### config.mk
export PLATFORM = sky130hd
export DESIGN_NAME = clock_calendar_counter_flat
export DESIGN_NICKNAME = d
export VERILOG_FILES = /design/src/rtl/clock_calendar_counter_if.sv /design/src/rtl/clock_calendar_counter.sv /design/src/flat_wrapper.sv
export SDC_FILE = /design/constraint.sdc
export NUM_CORES = 1
export LEC_CHECK = 0
export BUFFER_PORTS_ARGS = -buffer_cell sky130_fd_sc_hd__buf_2
export CORE_UTILIZATION = 45
export DETAILED_ROUTE_END_ITERATION = 7
export GPL_TIMING_DRIVEN = 0
export PLACE_DENSITY = 0.68
export SLEW_MARGIN = 20
export SYNTH_ARGS = -nofsm -noshare
export SYNTH_HDL_FRONTEND = slang
export SYNTH_SLANG_ARGS = --single-unit
### constraint.sdc
create_clock -name clk -period 7.5 [get_ports clk]
set_input_delay 0 -clock clk [delete_from_list [all_inputs] [get_ports clk]]
set_output_delay 0 -clock clk [all_outputs]
set_load 0.01 [all_outputs]
### src/rtl/clock_calendar_counter_if.sv
// Control inputs and BCD outputs of the clock/calendar core, bundled for the
// adjust buttons upstream and the Display block downstream.
interface clock_calendar_counter_if;
    logic        en_i;
    logic        tick_1hz_i;
    logic        dem_chinh_i;
    logic        smh_dmy_i;
    logic [1:0]  blink_led_i;
    logic        inc_i;
    logic        dec_i;
    logic [7:0]  bcd_ss_o;
    logic [7:0]  bcd_mm_o;
    logic [7:0]  bcd_hh_o;
    logic [7:0]  bcd_dd_o;
    logic [7:0]  bcd_mo_o;
    logic [15:0] bcd_yyyy_o;
    logic        day_pulse_o;

    modport master (
        output en_i, tick_1hz_i, dem_chinh_i, smh_dmy_i, blink_led_i, inc_i, dec_i,
        input  bcd_ss_o, bcd_mm_o, bcd_hh_o, bcd_dd_o, bcd_mo_o, bcd_yyyy_o, day_pulse_o
    );

    modport slave (
        input  en_i, tick_1hz_i, dem_chinh_i, smh_dmy_i, blink_led_i, inc_i, dec_i,
        output bcd_ss_o, bcd_mm_o, bcd_hh_o, bcd_dd_o, bcd_mo_o, bcd_yyyy_o, day_pulse_o
    );
endinterface

### src/rtl/clock_calendar_counter.sv
// BCD time/date counter with Gregorian leap rules, per-field manual adjust
// and a one-cycle midnight pulse.
module clock_calendar_counter #(
    parameter logic [15:0] RST_YEAR = 16'h2000
) (
    input  logic                     clk,
    input  logic                     rst,
    clock_calendar_counter_if.slave  bus
);

    logic [7:0]  ss_q, ss_d, mm_q, mm_d, hh_q, hh_d;
    logic [7:0]  dd_q, dd_d, mo_q, mo_d;
    logic [15:0] yyyy_q, yyyy_d;
    logic        day_pulse_q, day_pulse_d;
    logic        leap;
    logic [7:0]  dim;
    logic        step_up;

    // Values at or above hi wrap to lo, so a transiently oversized day also wraps.
    function automatic logic [7:0] bcd2_inc(input logic [7:0] v, input logic [7:0] lo,
                                            input logic [7:0] hi);
        if (v >= hi)
            return lo;
        if (v[3:0] == 4'd9)
            return {v[7:4] + 4'd1, 4'd0};
        return v + 8'd1;
    endfunction

    function automatic logic [7:0] bcd2_dec(input logic [7:0] v, input logic [7:0] lo,
                                            input logic [7:0] hi);
        if (v <= lo)
            return hi;
        if (v[3:0] == 4'd0)
            return {v[7:4] - 4'd1, 4'd9};
        return v - 8'd1;
    endfunction

    function automatic logic [15:0] bcd4_step(input logic [15:0] v, input logic up);
        logic [15:0] r;
        logic        c;
        r = v;
        c = 1'b1;
        for (int i = 0; i < 4; i++) begin
            if (c) begin
                if (up) begin
                    if (r[4*i +: 4] == 4'd9) r[4*i +: 4] = 4'd0;
                    else begin r[4*i +: 4] = r[4*i +: 4] + 4'd1; c = 1'b0; end
                end else begin
                    if (r[4*i +: 4] == 4'd0) r[4*i +: 4] = 4'd9;
                    else begin r[4*i +: 4] = r[4*i +: 4] - 4'd1; c = 1'b0; end
                end
            end
        end
        return r;
    endfunction

    // (2*tens + ones) mod 4; the 2-bit sum wraps naturally.
    function automatic logic [1:0] bcd_mod4(input logic [7:0] b);
        return {b[4], 1'b0} + b[1:0];
    endfunction

    always_comb begin
        if (yyyy_q[7:0] == 8'h00)
            leap = (bcd_mod4(yyyy_q[15:8]) == 2'd0);
        else
            leap = (bcd_mod4(yyyy_q[7:0]) == 2'd0);
        case (mo_q)
            8'h02:                      dim = leap ? 8'h29 : 8'h28;
            8'h04, 8'h06, 8'h09, 8'h11: dim = 8'h30;
            default:                    dim = 8'h31;
        endcase
    end

    always_comb begin
        ss_d        = ss_q;
        mm_d        = mm_q;
        hh_d        = hh_q;
        dd_d        = dd_q;
        mo_d        = mo_q;
        yyyy_d      = yyyy_q;
        day_pulse_d = 1'b0;
        step_up     = bus.inc_i;
        if (bus.en_i) begin
            // Clamp left over from the previous month/year change; any explicit update below wins.
            if (dd_q > dim)
                dd_d = dim;
            if (!bus.dem_chinh_i) begin
                if (bus.tick_1hz_i) begin
                    ss_d = bcd2_inc(ss_q, 8'h00, 8'h59);
                    if (ss_q == 8'h59) begin
                        mm_d = bcd2_inc(mm_q, 8'h00, 8'h59);
                        if (mm_q == 8'h59) begin
                            hh_d = bcd2_inc(hh_q, 8'h00, 8'h23);
                            if (hh_q == 8'h23) begin
                                day_pulse_d = 1'b1;
                                dd_d        = bcd2_inc(dd_q, 8'h01, dim);
                                if (dd_q >= dim) begin
                                    mo_d = bcd2_inc(mo_q, 8'h01, 8'h12);
                                    if (mo_q == 8'h12)
                                        yyyy_d = bcd4_step(yyyy_q, 1'b1);
                                end
                            end
                        end
                    end
                end
            end else if (bus.inc_i ^ bus.dec_i) begin
                case ({bus.smh_dmy_i, bus.blink_led_i})
                    3'b001: ss_d = step_up ? bcd2_inc(ss_q, 8'h00, 8'h59) : bcd2_dec(ss_q, 8'h00, 8'h59);
                    3'b010: mm_d = step_up ? bcd2_inc(mm_q, 8'h00, 8'h59) : bcd2_dec(mm_q, 8'h00, 8'h59);
                    3'b011: hh_d = step_up ? bcd2_inc(hh_q, 8'h00, 8'h23) : bcd2_dec(hh_q, 8'h00, 8'h23);
                    3'b101: dd_d = step_up ? bcd2_inc(dd_q, 8'h01, dim)   : bcd2_dec(dd_q, 8'h01, dim);
                    3'b110: mo_d = step_up ? bcd2_inc(mo_q, 8'h01, 8'h12) : bcd2_dec(mo_q, 8'h01, 8'h12);
                    3'b111: yyyy_d = bcd4_step(yyyy_q, step_up);
                    default: ;
                endcase
            end
        end
    end

    always_ff @(posedge clk or posedge rst) begin
        if (rst) begin
            ss_q        <= 8'h00;
            mm_q        <= 8'h00;
            hh_q        <= 8'h00;
            dd_q        <= 8'h01;
            mo_q        <= 8'h01;
            yyyy_q      <= RST_YEAR;
            day_pulse_q <= 1'b0;
        end else begin
            ss_q        <= ss_d;
            mm_q        <= mm_d;
            hh_q        <= hh_d;
            dd_q        <= dd_d;
            mo_q        <= mo_d;
            yyyy_q      <= yyyy_d;
            day_pulse_q <= day_pulse_d;
        end
    end

    assign bus.bcd_ss_o    = ss_q;
    assign bus.bcd_mm_o    = mm_q;
    assign bus.bcd_hh_o    = hh_q;
    assign bus.bcd_dd_o    = dd_q;
    assign bus.bcd_mo_o    = mo_q;
    assign bus.bcd_yyyy_o  = yyyy_q;
    assign bus.day_pulse_o = day_pulse_q;

endmodule

### src/flat_wrapper.sv
// flat-port wrapper written by rule: the top's interface ports become plain ports
module clock_calendar_counter_flat 
#(
    parameter logic [15:0] RST_YEAR = 16'h2000
)
  (clk, rst, bus_en_i, bus_tick_1hz_i, bus_dem_chinh_i, bus_smh_dmy_i, bus_blink_led_i, bus_inc_i, bus_dec_i, bus_bcd_ss_o, bus_bcd_mm_o, bus_bcd_hh_o, bus_bcd_dd_o, bus_bcd_mo_o, bus_bcd_yyyy_o, bus_day_pulse_o);
  clock_calendar_counter_if bus_i ();
  input  logic clk;
  input  logic rst;
  input wire logic [$bits(bus_i.en_i)-1:0] bus_en_i;
  input wire logic [$bits(bus_i.tick_1hz_i)-1:0] bus_tick_1hz_i;
  input wire logic [$bits(bus_i.dem_chinh_i)-1:0] bus_dem_chinh_i;
  input wire logic [$bits(bus_i.smh_dmy_i)-1:0] bus_smh_dmy_i;
  input wire logic [$bits(bus_i.blink_led_i)-1:0] bus_blink_led_i;
  input wire logic [$bits(bus_i.inc_i)-1:0] bus_inc_i;
  input wire logic [$bits(bus_i.dec_i)-1:0] bus_dec_i;
  output wire logic [$bits(bus_i.bcd_ss_o)-1:0] bus_bcd_ss_o;
  output wire logic [$bits(bus_i.bcd_mm_o)-1:0] bus_bcd_mm_o;
  output wire logic [$bits(bus_i.bcd_hh_o)-1:0] bus_bcd_hh_o;
  output wire logic [$bits(bus_i.bcd_dd_o)-1:0] bus_bcd_dd_o;
  output wire logic [$bits(bus_i.bcd_mo_o)-1:0] bus_bcd_mo_o;
  output wire logic [$bits(bus_i.bcd_yyyy_o)-1:0] bus_bcd_yyyy_o;
  output wire logic [$bits(bus_i.day_pulse_o)-1:0] bus_day_pulse_o;
  assign bus_i.en_i = bus_en_i;
  assign bus_i.tick_1hz_i = bus_tick_1hz_i;
  assign bus_i.dem_chinh_i = bus_dem_chinh_i;
  assign bus_i.smh_dmy_i = bus_smh_dmy_i;
  assign bus_i.blink_led_i = bus_blink_led_i;
  assign bus_i.inc_i = bus_inc_i;
  assign bus_i.dec_i = bus_dec_i;
  assign bus_bcd_ss_o = bus_i.bcd_ss_o;
  assign bus_bcd_mm_o = bus_i.bcd_mm_o;
  assign bus_bcd_hh_o = bus_i.bcd_hh_o;
  assign bus_bcd_dd_o = bus_i.bcd_dd_o;
  assign bus_bcd_mo_o = bus_i.bcd_mo_o;
  assign bus_bcd_yyyy_o = bus_i.bcd_yyyy_o;
  assign bus_day_pulse_o = bus_i.day_pulse_o;
  clock_calendar_counter #(.RST_YEAR(RST_YEAR)) u_core (.clk(clk), .rst(rst), .bus(bus_i));
endmodule
==> results of run 1 <==
[sequential cells by signal, indices dropped and copies added, names as in the netlist]
| register | count |
|---|---|
| u_core.bus.bcd_mo_o | 8 |
| u_core.bus.bcd_yyyy_o | 16 |
| u_core.bus.bcd_mm_o | 8 |
| u_core.bus.bcd_hh_o | 8 |
| u_core.bus.bcd_dd_o | 8 |
| u_core.bus.bcd_ss_o | 8 |
| u_core.bus.day_pulse_o | 1 |
[path summary, 6_finish.rpt]
check                      slack [ps]                     end                startpoint  cells past startpoint
min                               130  u_core.bus.day_pulse_o           bus_dem_chinh_i                      4
max                              3180  u_core.bus.bcd_mo_o[0]  u_core.bus.bcd_yyyy_o[5]                     13
max in group asynchronous        6820  u_core.bus.bcd_dd_o[6]                       rst                      4
min in group asynchronous         170  u_core.bus.bcd_mm_o[3]                       rst                      3
min reg2reg                       590  u_core.bus.bcd_dd_o[7]    u_core.bus.bcd_dd_o[7]                      2
max reg2reg                      3180  u_core.bus.bcd_mo_o[0]  u_core.bus.bcd_yyyy_o[5]                     13
[repair_timing]
item / in CTS / in global routing
resized for setup: 0 / 0
setup buffers: 0 / 0
hold endpoints to repair: 57 / 0
endpoints found under the setup margin: 0 / 0
hold buffers: 1 / 0
[per-layer routing]
metal | part of all wire | track usage | up-vias
met5 | 0 | 0 | -
met4 | 0.025 | 0.128 | 0
met3 | 0.078 | 0.0541 | 35
met2 | 0.47 | 0.455 | 286
met1 | 0.43 | 0.369 | 2984
li1 | - | - | 2908
[final cells by class]
type,instances,area [um^2]
clock inverter,6,82.6
tap,168,210
timing repair buffer,67,355
fill,1166,5600
buffer,61,267
clock buffer,10,229
sequential,57,1430
multi-input combinational,586,3770
inverter,32,123
[synthesized netlist by cell type (4+ instances only)]
cell type	n	area [um^2]
buf_1	6	22.5
a22oi_1	10	75.1
nand4_1	9	56.3
dfrtp_1	54	1350
nor3_1	33	165
nor3b_1	4	30.0
nand2b_1	11	68.8
o221ai_1	4	35.0
or3_1	8	50.1
a211o_1	5	43.8
and3_1	10	62.6
or4_1	9	67.6
a21o_1	6	45.0
o41ai_1	11	96.3
buf_2	8	40.0
nor2b_1	6	37.5
nand2_1	58	218
ha_1	27	338
or2_2	9	56.3
nor2_1	62	233
nor4_1	10	62.6
a31oi_1	16	100
inv_1	31	116
o31a_1	5	43.8
a211oi_1	6	45.0
a21oi_1	42	210
o21ai_0	75	375
o31ai_1	17	128
clkbuf_1	42	158
nand3_1	23	115
xnor2_1	17	149
o211ai_1	7	52.6
nand3b_1	6	45.0
mux2_2	4	45.0
mux2i_1	6	60.1
xor2_1	6	52.6
[report_power, final]
group	leakage (nW)	internal (W)	switching (W)
logic	1.80	0.000380	0.000622
registers	0.704	0.000374	0.0000970
clock network	0.152	0.000289	0.000157
[through the flow]
stage / utilization / power [W] / setup WS (ps) / cell area (um^2)
CTS: 0.535 / 0.00190 / 3270 / 6460
global route: 0.536 / 0.00205 / 2870 / 6460
global placement: 0.507 / 0.00143 / 3390 / 6110
floorplan: - / 0.00117 / 3850 / 5580
finish: 0.536 / 0.00192 / 3180 / 6460
detailed placement: 0.509 / 0.00145 / 3320 / 6140
[cells by family after synthesis]
logic type / Yosys count / share of synthesized area
AND/OR/NAND/NOR: 277 / 0.260
AO/OA/AOI/OAI: 248 / 0.295
buffers and inverters: 93 / 0.0693
flip-flops: 57 / 0.256
adder cells (fa/ha/maj): 27 / 0.0606
XOR/XNOR: 23 / 0.0361
multiplexers: 11 / 0.0229
[worst reg2reg max path: stages (launching register included)]
cell and delay (ps):
dfrtp_1 380, clkbuf_1 220, or4_1 570, o41ai_1 420, a2111o_1 260, nand2_1 70, ha_1 300, or4b_1 490
a221oi_2 420, nor4_1 110, o21ai_2 340, clkbuf_1 390, o21ai_0 160, o21ai_0 110
==> out/metrics.cfg, run 1 <==
[routing]
routedWlPerCell_um = 17.8
dr.pass1.iters = 5
wl_mm = 17.6
postRouteAntennaNets = 0
vias = 6213
drcViolationCount = 0
initialDrtViolationCount = 579
vias_per_cell = 6.29

[worst_setup_path]
cpPeakStageDelay_ps = 570
slowest_stage = or4_1
cp_num_buf_inv = 2
crit_type = register to register
path_delay_family = compound AO/OA/AOI/OAI gates
path_cells = clkbuf_1 > or4_1 > o41ai_1 > a2111o_1 > nand2_1 > ha_1 > or4b_1 > a221oi_2 > nor4_1 > o21ai_2 > clkbuf_1 > o21ai_0 > o21ai_0
crit_path_max_fanout = 10
start_kind = register
crit_path_end_kind = register
crit_required_ps = 7770
cp.arrival_ps = 4590

[sta]
min_period_over_period = 0.576
fin_skew_ps = 5.90
tightestPinTransition_ps = 1020
maxSlewViolCount = 0
fmax_ghz = 0.231
holdWs_ps = 128
setup_violations = 0
slew_headroom = 0.316
finalCriticalPeriod_ps = 4320
setup_tns_ps = 0
rsz0062_at_grt = no
final_hold_viol_count = 0

[logic_synthesis]
async_flop_share = 1.00
synth.distinct_cells = 79
synth_nets = 773
synth-edff-count = 0
syn_area_um2 = 5580
synth.avg_cell_area_um2 = 7.58
ys_seq_area_frac = 0.256
synth_warnings = 0
syn_inst = 736
synth_ff_type = dfrtp_1
synth_seq_cells = 57

[clock_tree]
clockBufferDepth = 2
cts_buffers = 9
cts.sinks = 57
htreeDepth = 3
clk_latency_ps = 350
cts_tree = built
clk_pin_slew_ps = 60
cts_root_buf = clkbuf_16

[finish]
mostFrequentLayoutCell = o21ai_0
final_nets = 851
layout_common_cells = o21ai_0 (75), buf_2 (73), nor2_1 (62)
drive_above_1_share = 0.149
final_cells = 987
syn2layout_area_growth_pct = 15.9
diodes = 0

[floorplanning]
std_cell_rows = 40
die_h_um = 113
die_area_um2 = 12800
initial_utilization = 0.462
die_w_um = 113
ioPinCount = 67
core_area_um2 = 12100

[global_routing]
grt_max_degree = 35
antenna_found_initial = 0
grt_usage = 0.283
grt_pass1_wl_mm = 28.6
grt_pass1_vias = 5516
overflow = 0

[place]
dp_hpwl_mm = 12.6
port_buffers = 65
dp.cells = 970
gp_congestion = 0.935

[job]
drv_cap = 0

[outcome]
status = complete, no violations

[hold_path]
hp-class = input pin to register

[power_and_ir_drop]
p_leak_nw = 2.66
vdd_drop_max_uv = 124
pwr_density_cell_nw_per_um2 = 297

(Power assumes the default switching activity.)
==> run 2: changes to the inputs <==
- PLACE_DENSITY: 0.68 -> 0.71
- clock period: 7.5 -> 3.85 ns (I/O delays scaled with it)
==> run 2 against run 1 <==
- flip-flop and latch count unchanged
- critical path type unchanged
- routed wire length decreased by 5.1%
- non-clock buffer count increased by 9
- final cell count increased by 0.91%
- highest routed layer unchanged
- worst setup slack got worse by 3000 ps
- core utilization increased by 1.0 points
- global-route usage decreased by 1.9 points
- die area unchanged
==> out/metrics.cfg, run 2 (synthesis results as in run 1) <==
[outcome]
status = complete, no violations

[place]
gp_congestion = 0.971
place_area_um2 = 6140
dp_hpwl_mm = 11.6
dp.cells = 970
port_buffers = 65

[sta]
tightestPinTransition_ps = 1130
setup_violations = 0
holdWs_ps = 104
maxSlewViolCount = 0
setup_tns_ps = 0
slew_headroom = 0.241
min_period_over_period = 0.961
fmax_ghz = 0.270
fin_skew_ps = 8.12
finalCriticalPeriod_ps = 3700
final_hold_viol_count = 0

[worst_setup_path]
critPathCapture = u_core.bus.bcd_yyyy_o[6]
crit_type = register to register
slowest_stage = or4_4
crit_start = u_core.bus.bcd_yyyy_o[1]
crit_path_max_fanout = 10
r2r_start = u_core.bus.bcd_yyyy_o[1]
path_cells = or4_4 > o41ai_2 > a2111o_1 > nand2_1 > ha_1 > or4b_4 > a221oi_4 > o32a_1 > buf_4 > nor3_1 > a221o_1
cpPeakStageDelay_ps = 560
crit_required_ps = 4070
r2r_slack_ps = 150
start_kind = register
cp.arrival_ps = 3920
crit_path_end_kind = register
rr_worst_depth = 11
r2r-end = u_core.bus.bcd_yyyy_o[6]

[hold_path]
hp-class = input pin to register

[routing]
vias_per_cell = 6.08
initialDrtViolationCount = 541
wl_mm = 16.7
vias = 6054
dr.pass1.iters = 5
routedWlPerCell_um = 16.8
postRouteAntennaNets = 0
drcViolationCount = 0

[global_routing]
use_met2 = 0.430
grt_usage = 0.264
overflow = 0
grt_pass1_vias = 5440
grt_busiest_layer = met2
antenna_found_initial = 0
use_met3 = 0.0568
met1_usage = 0.337
grt_max_degree = 33
grt_pass1_wl_mm = 27.0

[clock_tree]
clk_latency_ps = 340
cts_root_buf = clkbuf_16
clk_pin_slew_ps = 50
cts_tree = built
cts.sinks = 57
htreeDepth = 3
cts_buffers = 9
clockBufferDepth = 2

[power_and_ir_drop]
p_clk_frac = 0.214
vdd_drop_max_uv = 365
pwr_density_cell_nw_per_um2 = 576
internal_power_w = 0.00209
comb_power_share = 0.542
p_leak_nw = 2.71
power.net_switching_w = 0.00170
seqPwrFrac = 0.244
p_sw_frac = 0.450

[finish]
syn2layout_area_growth_pct = 18.1
mostFrequentLayoutCell = o21ai_0
layout_common_cells = o21ai_0 (74), buf_2 (73), nor2_1 (61)
fillers = 1136
final_cells = 996
regArea_um2 = 1440
final_core_util = 0.546
diodes = 0
drive_above_1_share = 0.179
final_cell_area_um2 = 6590
largest_reg_flops = 16
multi_input_area_um2 = 3810
final_nets = 860

[floorplanning]
initial_utilization = 0.462
core_area_um2 = 12100
die_w_um = 113
die_area_um2 = 12800
std_cell_rows = 40
ioPinCount = 67
die_h_um = 113

[job]
drv_cap = 0

[run 2: worst min-delay path by stage]
stage / from / to / cells after the start
floorplan: bus_en_i / u_core.bus.bcd_dd_o[2] / 3
global route: bus_dem_chinh_i / u_core.bus.day_pulse_o / 4
detailed placement: rst / u_core.bus.bcd_mm_o[3] / 2
global placement: u_core.bus.day_pulse_o / bus_day_pulse_o / 1
finish: bus_dem_chinh_i / u_core.bus.day_pulse_o / 4
CTS: bus_dem_chinh_i / u_core.bus.day_pulse_o / 4
[run 2: routing by layer]
metal | wire length (um) | vias to the layer above
met5 | 0 | -
li1 | - | 2935
met2 | 8060 | 258
met4 | 372 | 0
met1 | 7180 | 2821
met3 | 1100 | 40
[run 2: cell type report]
| class | count | area share |
|---|---|---|
| multi-input cells | 586 | 0.579 |
| flip-flops and latches | 57 | 0.218 |
| repair buffers | 80 | 0.0684 |
| plain buffers | 57 | 0.0397 |
| clock buffers | 13 | 0.0380 |
| well taps | 168 | 0.0319 |
| inverters | 32 | 0.0186 |
| clock inverters | 3 | 0.00608 |
[run 2: worst max-delay path, delay by kind of cell (launching register included)]
kind / cells / cell delay, ps
compound gates: 5 / 1470
flops: 1 / 430
simple gates: 4 / 1200
fa+ha+maj: 1 / 300
buf+inv: 1 / 190
[run 2: power by group through the flow]
stage          sequential, W  combinational [W]  clock [W]
2_1_floorplan       0.000935            0.00134          0
6_report            0.000925            0.00206   0.000810
3_5_place_dp        0.000920            0.00186          0
3_3_place_gp        0.000921            0.00185          0
4_1_cts             0.000912            0.00192   0.000829
5_1_grt             0.000947            0.00226   0.000853
[run 2: stage by stage]
stage                     power [W]  worst slack [ps]
after CTS                   0.00366              1.87
after floorplan             0.00228               201
after detailed placement    0.00278              -232
final                       0.00379               152
after global routing        0.00406             -1.97
after global placement      0.00278              -284
[run 2: what timing repair did]
action / CTS / global route
cloned: 0 / 1
pin swaps: 4 / 4
resized for setup: 6 / 17
hold buffers: 1 / 0
buffers inserted: 4 / 8
endpoints found under the hold margin: 55 / 0
endpoints found under the setup margin: 21 / 24
==> run 3: changes to the inputs <==
- ABC_AREA: unset -> 1
- RECOVER_POWER: unset -> 50
==> run 3 against run 2 <==
- the flow now finishes with violations (DRC, capacitance limit, slew limit)
- global-route usage is 1.8 points lower
- synthesized area is 3.5% lower
- final cell count is 6.5% higher
- routed wire length is 12% lower
- core utilization is 1.1 points lower
- clock power is 2.8% lower
- first-iteration DRC count is 30% lower
- critical path depth is 8 higher
- critical path type unchanged
- largest cell class unchanged
- largest power group unchanged
- highest routed layer unchanged
==> out/metrics.cfg, run 3 <==
[routing]
vias = 5801
drcViolationCount = 4
initialDrtViolationCount = 380
postRouteAntennaNets = 0
wl_mm = 14.7
vias_per_cell = 5.47
routedWlPerCell_um = 13.9
dr.pass1.iters = 7

[finish]
layout_common_cells = nand2_1 (199), inv_1 (101), nor2_1 (86)
mostFrequentLayoutCell = nand2_1
drive_above_1_share = 0.120
syn2layout_area_growth_pct = 14.5
diodes = 0
largest_reg_flops = 16
final_cell_area_um2 = 6160
final_nets = 950

[logic_synthesis]
syn_inst = 835
synth_top_area_cell = dfrtp_1
synth_ff_type = dfrtp_1
synth_warnings = 0
synth_seq_cells = 57
yosysMostFrequentCell = nand2_1
async_flop_share = 1.00
syn_area_um2 = 5380
synth_nets = 872
synth.area.top_cells = dfrtp_1 (25%), nand2_1 (14%), inv_1 (7.1%)
synth.distinct_cells = 48
synth-edff-count = 0
ys_seq_area_frac = 0.266
synth.avg_cell_area_um2 = 6.45
ys_top_cells_by_count = nand2_1 (199), inv_1 (102), nor2_1 (86)
synth.top_cell.area_share = 0.251

[power_and_ir_drop]
vdd_drop_max_uv = 335
p_clk_frac = 0.229
seqPwrFrac = 0.300
comb_power_share = 0.471
power.net_switching_w = 0.00160
p_leak_nw = 3.02
pwr_density_cell_nw_per_um2 = 558
internal_power_w = 0.00184
p_sw_frac = 0.464

[place]
gp_congestion = 0.933
dp_hpwl_mm = 11.1
place_area_um2 = 5910
port_buffers = 65

[floorplanning]
die_w_um = 111
die_h_um = 111
die_area_um2 = 12400
ioPinCount = 67
core_area_um2 = 11500
initial_utilization = 0.468
std_cell_rows = 39

[clock_tree]
ctsHoldBuffers = 1
clk_pin_slew_ps = 50
cts_resized = 0
clockBufferDepth = 2
htreeDepth = 3
cts.sinks = 57
cts_root_buf = clkbuf_16
cts_buffers = 9
postCtsSetupRepairBufs = 0
cts_tree = built
clk_latency_ps = 340

[global_routing]
grt_max_degree = 39
grt_pass1_wl_mm = 24.9
grt_usage = 0.246
grt_pass1_vias = 5238
antenna_found_initial = 0
overflow = 0

[worst_setup_path]
start_kind = register
crit_required_ps = 4110
r2r_slack_ps = 740
crit_path_end_kind = register
crit_path_max_fanout = 7
rr_worst_depth = 19
cp.arrival_ps = 3370
crit_type = register to register

[sta]
fmax_ghz = 0.322
slew_headroom = -0.433
maxSlewViolCount = 39
min_period_over_period = 0.807
rsz0062_at_grt = no
fin_skew_ps = 7.62
tightestPinTransition_ps = 2150
holdWs_ps = 8.84
setup_violations = 0
finalCriticalPeriod_ps = 3110
setup_tns_ps = 0
final_hold_viol_count = 0

[job]
drv_cap = 1

[outcome]
violations = DRC, capacitance limit, slew limit
status = complete, but fails checks

[hold_path]
hold_depth = 3
hp-class = input pin to register

## run 3: final cells by class
type / count / area (um^2)
Buffer: 16 / 98.8
Clock buffer: 14 / 284
Clock inverter: 2 / 10.0
Fill cell: 1203 / 5350
Inverter: 111 / 418
Multi-Input combinational cell: 651 / 3440
Sequential cell: 57 / 1430
Tap cell: 143 / 179
Timing Repair Buffer: 67 / 304
## run 3: layer usage
| layer | vias to the layer above | share of wire | track usage |
|---|---|---|---|
| li1 | 2953 | - | - |
| met1 | 2643 | 0.46 | 0.331 |
| met2 | 185 | 0.46 | 0.395 |
| met3 | 20 | 0.059 | 0.0392 |
| met4 | 0 | 0.018 | 0.0973 |
| met5 | - | 0 | 0 |
## run 3: logic make-up after synthesis
family	count (synthesis)	share of synthesized area
XOR/XNOR	23	0.0374
AO/OA/AOI/OAI	185	0.197
AND/OR/NAND/NOR	416	0.342
buffers and inverters	127	0.0957
flip-flops	57	0.266
adder cells (fa/ha/maj)	27	0.0627
## run 3: path summary, 6_finish.rpt
check | from | endpoint
max | u_core.bus.bcd_mo_o[4] | u_core.bus.bcd_yyyy_o[3]
min | bus_en_i | u_core.bus.bcd_dd_o[0]
max reg2reg | u_core.bus.bcd_mo_o[4] | u_core.bus.bcd_yyyy_o[3]
min reg2reg | u_core.bus.bcd_yyyy_o[13] | u_core.bus.bcd_yyyy_o[13]
max in group asynchronous | rst | u_core.bus.bcd_mo_o[1]
min in group asynchronous | rst | u_core.bus.bcd_mm_o[1]
## run 3: per-stage QoR
| stage | std cells | power (W) | utilization | setup WS [ps] |
|---|---|---|---|---|
| CTS | 1061 | 0.00346 | 0.540 | 776 |
| global route | 1061 | 0.00375 | 0.535 | 377 |
| finish | 1061 | 0.00344 | 0.535 | 743 |
| floorplan | 835 | 0.00218 | - | 1450 |
| global placement | 1043 | 0.00264 | 0.511 | 804 |
| detailed placement | 1044 | 0.00266 | 0.513 | 795 |
## run 3: power groups by stage
stage               clock, W  sequential (W)  combinational (W)
detailed placement         0         0.00103            0.00162
finish              0.000787         0.00103            0.00162
CTS                 0.000799         0.00103            0.00163
global placement           0         0.00103            0.00161
floorplan                  0         0.00106            0.00113
global route        0.000830         0.00106            0.00185
## run 3: worst max-delay path, cell delays in order (launching register included)
cell and delay (ps):
dfrtp_1 460, inv_1 190, ha_1 200, nand2_1 90, nor2_1 360, nand3_1 190
nand2_1 150, ha_1 150, nand2_1 50, nand2_1 60, nand2_1 60, nand2_1 70
nand2_1 70, nor2_2 240, nand2_1 110, nand2_2 150, inv_2 90, nand3_2 150
nor2_1 60, a21oi_1 110
